### src/rtl/mem_req_ctrl_if.sv
// mem_req_ctrl_if
// Groups the core request/response handshake and the SRAM IO controller bus
// used by mem_req_ctrl.
//   slave  : view taken by mem_req_ctrl (accepts core requests, drives bus strobes)
//   master : view taken by the environment (core + SRAM IO controller)
// Signals:
//   req_valid/req_ready, req_we, req_size, req_signed, req_addr, req_wdata : core request
//   resp_valid, resp_rdata, resp_err                                        : core response
//   mem_read, mem_write, mem_addr, mem_write_data, mem_ack, mem_read_data   : SRAM IO bus
interface mem_req_ctrl_if;
  logic        req_valid;
  logic        req_ready;
  logic        req_we;
  logic [1:0]  req_size;
  logic        req_signed;
  logic [31:0] req_addr;
  logic [31:0] req_wdata;
  logic        resp_valid;
  logic [31:0] resp_rdata;
  logic        resp_err;
  logic        mem_read;
  logic        mem_write;
  logic        mem_ack;
  logic [31:0] mem_addr;
  logic [31:0] mem_write_data;
  logic [31:0] mem_read_data;

  modport slave (
    input  req_valid, req_we, req_size, req_signed, req_addr, req_wdata,
    input  mem_ack, mem_read_data,
    output req_ready, resp_valid, resp_rdata, resp_err,
    output mem_read, mem_write, mem_addr, mem_write_data
  );

  modport master (
    output req_valid, req_we, req_size, req_signed, req_addr, req_wdata,
    output mem_ack, mem_read_data,
    input  req_ready, resp_valid, resp_rdata, resp_err,
    input  mem_read, mem_write, mem_addr, mem_write_data
  );
endinterface

### src/rtl/mem_req_ctrl.sv
// mem_req_ctrl
// Converts single core load/store requests (byte/half/word, big-endian lanes)
// into word-wide SRAM bus transactions. Sub-word stores are done as
// read-modify-write. Misaligned or illegal-size requests and bus timeouts
// complete with resp_err.
// Ports:
//   clk   : clock, rising edge
//   reset : asynchronous active-low reset
//   bus   : mem_req_ctrl_if.slave (request, response and SRAM bus signals)
//
// state | meaning
// IDLE  | ready for a request (req_ready = 1)
// RD    | mem_read strobe active: load, or read half of a sub-word store
// WR    | mem_write strobe active: word store, or write half of a sub-word store
// RESP  | one-cycle resp_valid pulse
module mem_req_ctrl #(
  parameter int TIMEOUT_CYCLES = 255
) (
  input  logic          clk,
  input  logic          reset,
  mem_req_ctrl_if.slave bus
);

  localparam int CW = (TIMEOUT_CYCLES < 2) ? 1 : $clog2(TIMEOUT_CYCLES);

  typedef enum logic [1:0] {IDLE, RD, WR, RESP} state_t;

  state_t        state, state_next;
  logic          ready_c, resp_valid_c;
  logic [CW-1:0] cnt;
  logic          timeout;
  logic          req_bad;

  logic          r_we;
  logic [1:0]    r_size;
  logic          r_signed;
  logic [1:0]    r_off;
  logic [15:0]   r_wlo;

  logic          mem_read_q, mem_write_q;
  logic [31:0]   mem_addr_q, mem_write_data_q;
  logic [31:0]   resp_rdata_q;
  logic          resp_err_q;

  logic [4:0]    byte_lsb, half_lsb;
  logic [7:0]    rd_byte;
  logic [15:0]   rd_half;
  logic [31:0]   load_data, store_merge;

  assign req_bad = (bus.req_size == 2'b11) ||
                   (bus.req_size == 2'b01 && bus.req_addr[0]) ||
                   (bus.req_size == 2'b10 && bus.req_addr[1:0] != 2'b00);

  // Strobe is visible for exactly TIMEOUT_CYCLES cycles; an ack landing in
  // the last of them is ignored because timeout is tested first.
  assign timeout = (state == RD || state == WR) && (cnt == CW'(TIMEOUT_CYCLES - 1));

  always_ff @(posedge clk or negedge reset) begin
    if (!reset) state <= IDLE;
    else        state <= state_next;
  end

  always_comb begin
    state_next   = state;
    ready_c      = 1'b0;
    resp_valid_c = 1'b0;
    case (state)
      IDLE: begin
        ready_c = 1'b1;
        if (bus.req_valid) begin
          if (req_bad)                                   state_next = RESP;
          else if (bus.req_we && bus.req_size == 2'b10)  state_next = WR;
          else                                           state_next = RD;
        end
      end
      RD: begin
        if (timeout)          state_next = RESP;
        else if (bus.mem_ack) state_next = r_we ? WR : RESP;
      end
      WR: begin
        if (timeout || bus.mem_ack) state_next = RESP;
      end
      RESP: begin
        resp_valid_c = 1'b1;
        state_next   = IDLE;
      end
      default: state_next = IDLE;
    endcase
  end

  // Counter restarts on every state change, so RD->WR gets a fresh budget.
  always_ff @(posedge clk or negedge reset) begin
    if (!reset)
      cnt <= '0;
    else if (state_next != state || (state != RD && state != WR))
      cnt <= '0;
    else
      cnt <= cnt + CW'(1);
  end

  // Big-endian lanes: offset 0 is the most significant byte.
  assign byte_lsb = {~r_off, 3'b000};
  assign half_lsb = {~r_off[1], 4'b0000};

  always_comb begin
    rd_byte     = bus.mem_read_data[byte_lsb +: 8];
    rd_half     = bus.mem_read_data[half_lsb +: 16];
    load_data   = bus.mem_read_data;
    store_merge = bus.mem_read_data;
    case (r_size)
      2'b00: begin
        load_data = {{24{r_signed & rd_byte[7]}}, rd_byte};
        store_merge[byte_lsb +: 8] = r_wlo[7:0];
      end
      2'b01: begin
        load_data = {{16{r_signed & rd_half[15]}}, rd_half};
        store_merge[half_lsb +: 16] = r_wlo;
      end
      default: ;
    endcase
  end

  always_ff @(posedge clk or negedge reset) begin
    if (!reset) begin
      r_we             <= 1'b0;
      r_size           <= 2'b00;
      r_signed         <= 1'b0;
      r_off            <= 2'b00;
      r_wlo            <= '0;
      mem_read_q       <= 1'b0;
      mem_write_q      <= 1'b0;
      mem_addr_q       <= '0;
      mem_write_data_q <= '0;
      resp_rdata_q     <= '0;
      resp_err_q       <= 1'b0;
    end else begin
      case (state)
        IDLE: begin
          if (bus.req_valid) begin
            r_we         <= bus.req_we;
            r_size       <= bus.req_size;
            r_signed     <= bus.req_signed;
            r_off        <= bus.req_addr[1:0];
            r_wlo        <= bus.req_wdata[15:0];
            mem_addr_q   <= {bus.req_addr[31:2], 2'b00};
            resp_err_q   <= req_bad;
            resp_rdata_q <= '0;
            if (!req_bad) begin
              if (bus.req_we && bus.req_size == 2'b10) begin
                mem_write_q      <= 1'b1;
                mem_write_data_q <= bus.req_wdata;
              end else begin
                mem_read_q <= 1'b1;
              end
            end
          end
        end
        RD: begin
          if (timeout) begin
            mem_read_q   <= 1'b0;
            resp_err_q   <= 1'b1;
            resp_rdata_q <= '0;
          end else if (bus.mem_ack) begin
            mem_read_q <= 1'b0;
            if (r_we) begin
              mem_write_q      <= 1'b1;
              mem_write_data_q <= store_merge;
            end else begin
              resp_rdata_q <= load_data;
            end
          end
        end
        WR: begin
          if (timeout) begin
            mem_write_q <= 1'b0;
            resp_err_q  <= 1'b1;
          end else if (bus.mem_ack) begin
            mem_write_q <= 1'b0;
          end
        end
        default: ;
      endcase
    end
  end

  assign bus.req_ready      = ready_c;
  assign bus.resp_valid     = resp_valid_c;
  assign bus.resp_rdata     = resp_rdata_q;
  assign bus.resp_err       = resp_err_q;
  assign bus.mem_read       = mem_read_q;
  assign bus.mem_write      = mem_write_q;
  assign bus.mem_addr       = mem_addr_q;
  assign bus.mem_write_data = mem_write_data_q;

endmodule

### src/flat_wrapper.sv
// flat-port wrapper written by rule: the top's interface ports become plain ports
module mem_req_ctrl_flat 
#(
  parameter int TIMEOUT_CYCLES = 255
)
  (clk, reset, bus_req_valid, bus_req_we, bus_req_size, bus_req_signed, bus_req_addr, bus_req_wdata, bus_mem_ack, bus_mem_read_data, bus_req_ready, bus_resp_valid, bus_resp_rdata, bus_resp_err, bus_mem_read, bus_mem_write, bus_mem_addr, bus_mem_write_data);
  mem_req_ctrl_if bus_i ();
  input  logic clk;
  input  logic reset;
  input wire logic [$bits(bus_i.req_valid)-1:0] bus_req_valid;
  input wire logic [$bits(bus_i.req_we)-1:0] bus_req_we;
  input wire logic [$bits(bus_i.req_size)-1:0] bus_req_size;
  input wire logic [$bits(bus_i.req_signed)-1:0] bus_req_signed;
  input wire logic [$bits(bus_i.req_addr)-1:0] bus_req_addr;
  input wire logic [$bits(bus_i.req_wdata)-1:0] bus_req_wdata;
  input wire logic [$bits(bus_i.mem_ack)-1:0] bus_mem_ack;
  input wire logic [$bits(bus_i.mem_read_data)-1:0] bus_mem_read_data;
  output wire logic [$bits(bus_i.req_ready)-1:0] bus_req_ready;
  output wire logic [$bits(bus_i.resp_valid)-1:0] bus_resp_valid;
  output wire logic [$bits(bus_i.resp_rdata)-1:0] bus_resp_rdata;
  output wire logic [$bits(bus_i.resp_err)-1:0] bus_resp_err;
  output wire logic [$bits(bus_i.mem_read)-1:0] bus_mem_read;
  output wire logic [$bits(bus_i.mem_write)-1:0] bus_mem_write;
  output wire logic [$bits(bus_i.mem_addr)-1:0] bus_mem_addr;
  output wire logic [$bits(bus_i.mem_write_data)-1:0] bus_mem_write_data;
  assign bus_i.req_valid = bus_req_valid;
  assign bus_i.req_we = bus_req_we;
  assign bus_i.req_size = bus_req_size;
  assign bus_i.req_signed = bus_req_signed;
  assign bus_i.req_addr = bus_req_addr;
  assign bus_i.req_wdata = bus_req_wdata;
  assign bus_i.mem_ack = bus_mem_ack;
  assign bus_i.mem_read_data = bus_mem_read_data;
  assign bus_req_ready = bus_i.req_ready;
  assign bus_resp_valid = bus_i.resp_valid;
  assign bus_resp_rdata = bus_i.resp_rdata;
  assign bus_resp_err = bus_i.resp_err;
  assign bus_mem_read = bus_i.mem_read;
  assign bus_mem_write = bus_i.mem_write;
  assign bus_mem_addr = bus_i.mem_addr;
  assign bus_mem_write_data = bus_i.mem_write_data;
  mem_req_ctrl #(.TIMEOUT_CYCLES(TIMEOUT_CYCLES)) u_core (.clk(clk), .reset(reset), .bus(bus_i));
endmodule
### config.mk
export PLATFORM = sky130hd
export DESIGN_NAME = mem_req_ctrl_flat
export DESIGN_NICKNAME = d
export VERILOG_FILES = /design/src/rtl/mem_req_ctrl_if.sv /design/src/rtl/mem_req_ctrl.sv /design/src/flat_wrapper.sv
export SDC_FILE = /design/constraint.sdc
export NUM_CORES = 1
export LEC_CHECK = 0
export ABC_AREA = 1
export CAP_MARGIN = 25
export CORE_MARGIN = 4
export CORE_UTILIZATION = 35
export DETAILED_ROUTE_END_ITERATION = 16
export SLEW_MARGIN = 10
export SYNTH_ARGS = -nofsm -noshare
export SYNTH_HDL_FRONTEND = slang
export SYNTH_SLANG_ARGS = --single-unit
### constraint.sdc
create_clock -name clk -period 3.75 [get_ports clk]
set_clock_uncertainty 0.15 [all_clocks]
set_input_delay 1.125 -clock clk [delete_from_list [all_inputs] [get_ports clk]]
set_output_delay 1.125 -clock clk [all_outputs]
set_load 0.01 [all_outputs]
* Yosys cells after proc, flatten, opt, wreduce, memory -nomap -nowiden
Index checks and enable logic that the tools add are counted.
Widths: inputs -> output; s select.
** Storage, ports and cells
- Register bits :: 129
- Input bits :: 104
- Word-level logic and storage cells :: 114
- Output and inout bits :: 101
** Operators by class
- Equality and inequality tests :: 22
- Reduce and logical (&&, ||, !) cells :: 23
- Bitwise logic cells :: 4
- Shifts and indexed selects :: 6
- Muxes and demuxes :: 43
- $add $sub $neg :: 3
** Operators with widths (count)
- $mux 32 :: 10
- $pmux 32 s2 :: 4
- $bwmux 32 :: 2
- $shift 16x7->32 const A :: 1
- $shift 8x7->32 const A :: 1
- $shiftx 16x7->32 :: 1
- $shiftx 32x6->16 :: 1
- $shiftx 32x6->8 :: 1
- $shiftx 8x7->32 :: 1
- $mux 1 :: 16
- $neg 5->7 :: 2
- $mux 2 :: 6
- $ne 2x2->1 const B :: 6
- $ne 3x2->1 const B :: 3
- $add 8x1->8 const B :: 1
- $eq 2x2->1 const B :: 4
- $eq 8x8->1 const B :: 1
- $mux 8 :: 1
- $ne 2x1->1 const B :: 4
- $pmux 2 s4 :: 1
- $reduce_and 8->1 :: 1
- $reduce_and 7->1 :: 1
- $eq 2x1->1 const B :: 3
- $reduce_bool 2->1 :: 3
- other kinds (15) :: 26

* Longest topological paths before layout
- Depth after elaboration :: 10
- Depth in mapped cells :: 13
- Mapped depth without buffers :: 13

* Worst setup path before layout
OpenSTA, ideal clock, no wires.
- Path kind :: in2reg
- Start :: input port bus_req_addr[0]
- End :: register u_core.mem_write_data_q[23], in the netlist u_core.bus.mem_write_data[23]
- Required time :: 3.466 ns
- Stages :: 9
- Arrival :: 2.194 ns
- Path buffers :: 1
- Setup slack :: 1.272 ns
- Cells stage by stage :: o21ai_0 -> nand2_1 -> nor2_1 -> o21ai_0 -> nor2_1 -> nand2_1 -> clkbuf_1 -> nand2_1 -> o21ai_0
** Between the ends
- Word-level cells in the longest chain between the ends :: 5
- Elaborated cells on any way between the ends :: 7
** RTL lines
- from (decl) :: line flat_wrapper.sv:14 : input wire logic [$bits(bus_i.req_addr)-1:0] bus_req_addr;
- $reduce_bool 2->1 or $logic_and 1x1->1 (tied branches) :: line mem_req_ctrl.sv:52, mem_req_ctrl.sv:51
- $logic_and 1x1->1 or $logic_or 1x1->1 (tied branches) :: line mem_req_ctrl.sv:52, mem_req_ctrl.sv:50
- $logic_or 1x1->1 (*) :: line mem_req_ctrl.sv:51 : (bus.req_size == 2'b01 && bus.req_addr[0]) ||
- $ne 2x2->1 (no line) (*)
- $reduce_and 7->1 (no line) (*)
- to (signal assigned) :: line mem_req_ctrl.sv:151 : mem_write_data_q <= bus.req_wdata;
- to (signal assigned) :: line mem_req_ctrl.sv:167 : mem_write_data_q <= store_merge;
- to (decl) :: line mem_req_ctrl.sv:41 : logic [31:0] mem_addr_q, mem_write_data_q;
Every way passes the cells marked *; elsewhere a longest branch is shown, timed or not.
A chain may end at the register's enable or synchronous reset.

* Final worst setup path
- Start :: register u_core.state[0]
- End :: output port bus_req_ready
** Between the ends
- Word-level cells in the longest chain between the ends :: 2
** RTL lines
- from (decl) :: line mem_req_ctrl.sv:28 : state_t state, state_next;
- from (signal assigned) :: line mem_req_ctrl.sv:60 : else state <= state_next;
- $logic_not 2->1 :: line mem_req_ctrl.sv:67 : case (state)
- $mux 1 :: line mem_req_ctrl.sv:67
- to (decl) :: line flat_wrapper.sv:18 : output wire logic [$bits(bus_i.req_ready)-1:0] bus_req_ready;
Every way passes these cells.

==> metrics.txt <==
# TYPE chip_impl_metric gauge
chip_impl_info{name="run_status",value="finished, final reports clean"} 1
chip_impl_info{name="most-common-layout-cells",value="201 x sky130_fd_sc_hd__clkdlybuf4s50_1, 142 x sky130_fd_sc_hd__nand2_1, 129 x sky130_fd_sc_hd__dfrtp_1"} 1
chip_impl_metric{name="reg2reg_setup_slack",unit="ns"} 0.92
chip_impl_metric{name="drtPass1Iterations",unit=""} 6
chip_impl_info{name="tritoncts_clock_tree",value="built"} 1
chip_impl_metric{name="post_synth_inst_count",unit=""} 811
chip_impl_metric{name="floorplan.core_area",unit="um^2"} 19400
chip_impl_metric{name="grt_start_max_net_pins",unit=""} 65
chip_impl_metric{name="floorplan.die_area",unit="um^2"} 22000
chip_impl_metric{name="route.detailed.vias_per_inst",unit=""} 5.11
chip_impl_info{name="worstHoldPathType",value="reg -> reg"} 1
chip_impl_metric{name="ctsResizeCount",unit=""} 0
chip_impl_metric{name="final_util",unit="%"} 50.0
chip_impl_metric{name="antenna_found_initial",unit=""} 0
chip_impl_metric{name="synth.distinct_cells",unit=""} 39
chip_impl_metric{name="fin_area",unit="um^2"} 9710
chip_impl_metric{name="max_clock_freq",unit="MHz"} 308
chip_impl_metric{name="h_tree_depth",unit=""} 4
chip_impl_info{name="grt_setup_unrepaired",value="no"} 1
chip_impl_metric{name="fraction_of_layout_cells_with_a_size_suffix_above_1",unit="%"} 10.6
chip_impl_metric{name="ios",unit=""} 205
chip_impl_metric{name="floorplan.die.width",unit="um"} 148
chip_impl_metric{name="finalWirelength",unit="mm"} 23.0
chip_impl_metric{name="min_period",unit="ns"} 3.25
chip_impl_metric{name="layout-area-overhead-vs-synth",unit="%"} 40.9
chip_impl_metric{name="post-route-period-util",unit="%"} 86.6
chip_impl_metric{name="finalHoldViolations",unit=""} 0
chip_impl_metric{name="pwr_density_cell",unit="nW/um^2"} 834
chip_impl_metric{name="max_cap_check_violation_count",unit=""} 0
chip_impl_metric{name="tritoncts.num_buffers",unit=""} 17
chip_impl_metric{name="vias_in_the_first_global_route",unit=""} 6689
chip_impl_metric{name="post_synth_edffs",unit=""} 0
chip_impl_metric{name="rows",unit=""} 51
chip_impl_metric{name="worst_ep_arrival_time",unit="ns"} 1.97
chip_impl_metric{name="cts.repair_timing.setup_buffer_count",unit=""} 0
chip_impl_metric{name="postSynthRegisterBits",unit=""} 129
chip_impl_metric{name="maximum_number_of_buffers_from_clock_root_to_sink",unit=""} 2
chip_impl_metric{name="setup_tns",unit="ns"} 0
chip_impl_info{name="mostFrequentLayoutCell",value="sky130_fd_sc_hd__clkdlybuf4s50_1"} 1
chip_impl_metric{name="dr.first_iter.drc_count",unit=""} 483
chip_impl_metric{name="worst_slew_margin_rel",unit="%"} 53.1
chip_impl_metric{name="syn_avg_cell_area",unit="um^2"} 8.50
chip_impl_metric{name="routed-via-count",unit=""} 6524
chip_impl_metric{name="instance_area_at_placement",unit="um^2"} 9150
chip_impl_metric{name="io_buffers",unit=""} 202
chip_impl_info{name="dominantRegCellSynth",value="sky130_fd_sc_hd__dfrtp_1"} 1
chip_impl_metric{name="finish.net_count",unit=""} 1115
chip_impl_metric{name="die_height",unit="um"} 148
chip_impl_metric{name="initial_utilization",unit="%"} 35.5
chip_impl_metric{name="worst-endpoint-required",unit="ns"} 2.47
chip_impl_metric{name="grtUsageTotal",unit="%"} 21.0
chip_impl_metric{name="clk_pin_slew_worst_paths",unit="ns"} 0.07
chip_impl_metric{name="ir_worst_vdd",unit="mV"} 0.378
chip_impl_metric{name="synth-async-reset-ratio",unit="%"} 100
chip_impl_metric{name="total_power",unit="mW"} 8.10
chip_impl_metric{name="cts_stage_hold_buffer_count",unit=""} 0
chip_impl_metric{name="ys_seq_area_share",unit="%"} 46.8
chip_impl_metric{name="synth_warnings",unit=""} 0
chip_impl_metric{name="grt_first_pass_wirelength",unit="mm"} 36.6
chip_impl_metric{name="finalSetupViolCount",unit=""} 0
chip_impl_metric{name="detail_route.wl_per_cell",unit="um"} 18.0
chip_impl_metric{name="timing.final.max_slew_violations",unit=""} 0
chip_impl_metric{name="worst_pin_slew",unit="ns"} 0.701
chip_impl_info{name="startpoint_type",value="register"} 1
chip_impl_metric{name="clock_sink_count",unit=""} 129
chip_impl_info{name="critical_path.endpoint_type",value="output port"} 1
chip_impl_metric{name="whs",unit="ns"} 0.330
chip_impl_metric{name="drt_drc_violations_left",unit=""} 0
chip_impl_info{name="worst-setup-path-type",value="reg -> out"} 1
chip_impl_metric{name="dp_hpwl",unit="mm"} 17.2
chip_impl_metric{name="globalplace.congestion",unit=""} 0.898
chip_impl_metric{name="leakage",unit="nW"} 4.09
chip_impl_metric{name="grt_remaining_overflow",unit=""} 0
chip_impl_metric{name="drt.antenna.violating_nets",unit=""} 0
chip_impl_metric{name="clkLatencyLatePin",unit="ns"} 0.42
chip_impl_metric{name="critical_path_fanouts_max",unit=""} 6
chip_impl_metric{name="number_of_diodes",unit=""} 0
chip_impl_info{name="clock-root-buffer",value="sky130_fd_sc_hd__clkbuf_16"} 1
chip_impl_metric{name="synth_area",unit="um^2"} 6890
==> synthesized netlist by cell type, types with 3 or more instances <==
library cell,count,area [um^2]
sky130_fd_sc_hd__o21ai_1,3,15.0
sky130_fd_sc_hd__clkbuf_1,25,93.8
sky130_fd_sc_hd__xor2_1,5,43.8
sky130_fd_sc_hd__a21oi_1,50,250
sky130_fd_sc_hd__dfrtp_1,129,3230
sky130_fd_sc_hd__a31oi_1,3,18.8
sky130_fd_sc_hd__o221ai_1,4,35.0
sky130_fd_sc_hd__clkinv_1,3,11.3
sky130_fd_sc_hd__mux2_2,38,428
sky130_fd_sc_hd__nand2_1,144,541
sky130_fd_sc_hd__buf_4,3,22.5
sky130_fd_sc_hd__o21ai_2,10,87.6
sky130_fd_sc_hd__o31ai_1,8,60.1
sky130_fd_sc_hd__nor2_2,4,25.0
sky130_fd_sc_hd__nand4_1,8,50.1
sky130_fd_sc_hd__inv_1,49,184
sky130_fd_sc_hd__o211ai_1,37,278
sky130_fd_sc_hd__o21ai_0,127,636
sky130_fd_sc_hd__ha_1,12,150
sky130_fd_sc_hd__nand3_1,29,145
sky130_fd_sc_hd__buf_1,8,30.0
sky130_fd_sc_hd__o22ai_1,10,62.6
sky130_fd_sc_hd__nor2_1,74,278
sky130_fd_sc_hd__buf_2,9,45.0
==> per-layer routing <==
metal  GRT usage [%]  part of all wire [%]  up-vias  routed length, um
met1            26.6                    41     3003               9430
met4            6.56                   2.7        0                622
met3            7.07                   9.6       41               2220
li1                -                     -     3172                  -
met2            34.3                    47      308              10700
met5               0                     0        -                  0
==> metrics by stage <==
stage	instances	setup slack (ns)
final	1277	0.503
after global routing	1277	0.401
after CTS	1277	0.499
after detailed placement	1245	0.503
after global placement	1245	0.618
after floorplan	812	1.27
==> critical path: stages (launching register included) <==
cell and delay, ns:
sky130_fd_sc_hd__dfrtp_1 0.43, sky130_fd_sc_hd__inv_1 0.19, sky130_fd_sc_hd__ha_1 0.32, sky130_fd_sc_hd__clkdlybuf4s50_1 0.61
==> power by group <==
group	switching (mW)	internal [mW]
registers	0.446	2.02
clock network	0.673	0.890
logic	2.26	1.81
==> worst paths after layout <==
path                                           startpoint                           end  cells after the start
max in group asynchronous                           reset       u_core.bus.mem_addr[27]                      2
worst max register to register           u_core.r_size[1]  u_core.bus.mem_write_data[1]                      7
worst min register to register  u_core.bus.resp_rdata[23]     u_core.bus.resp_rdata[23]                      2
worst max-delay path                      u_core.state[0]                 bus_req_ready                      3
worst min-delay path            u_core.bus.resp_rdata[23]     u_core.bus.resp_rdata[23]                      2
min in group asynchronous                           reset     u_core.bus.resp_rdata[23]                      1
==> sequential cells by signal (all words and copies together), names as in the netlist <==
register	cells
u_core.bus.mem_write	1
u_core.r_we	1
u_core.r_wlo	16
u_core.cnt	8
u_core.bus.mem_write_data	32
u_core.state	2
u_core.bus.mem_addr	30
u_core.bus.resp_rdata	32
u_core.r_off	2
u_core.r_size	2
u_core.r_signed	1
u_core.bus.mem_read	1
u_core.bus.resp_err	1
==> area by class of cell <==
class / count / area (um^2)
Fill cell: 1899 / 9690
Multi-Input combinational cell: 583 / 3270
Clock buffer: 19 / 453
Tap cell: 265 / 332
Inverter: 54 / 203
Timing Repair Buffer: 214 / 2120
Clock inverter: 13 / 104
Sequential cell: 129 / 3230
==> logic make-up after synthesis <==
group,synth area share [%]
AOI/OAI and AO/OA,21.6
muxes,6.21
adders and majority gates,2.18
other,0.0544
buffers and inverters,5.88
and+or+nand+nor,16.4
xor gates and xnor gates,0.763
DFF,46.8
Note: power is estimated with default switching activity, not from simulation.
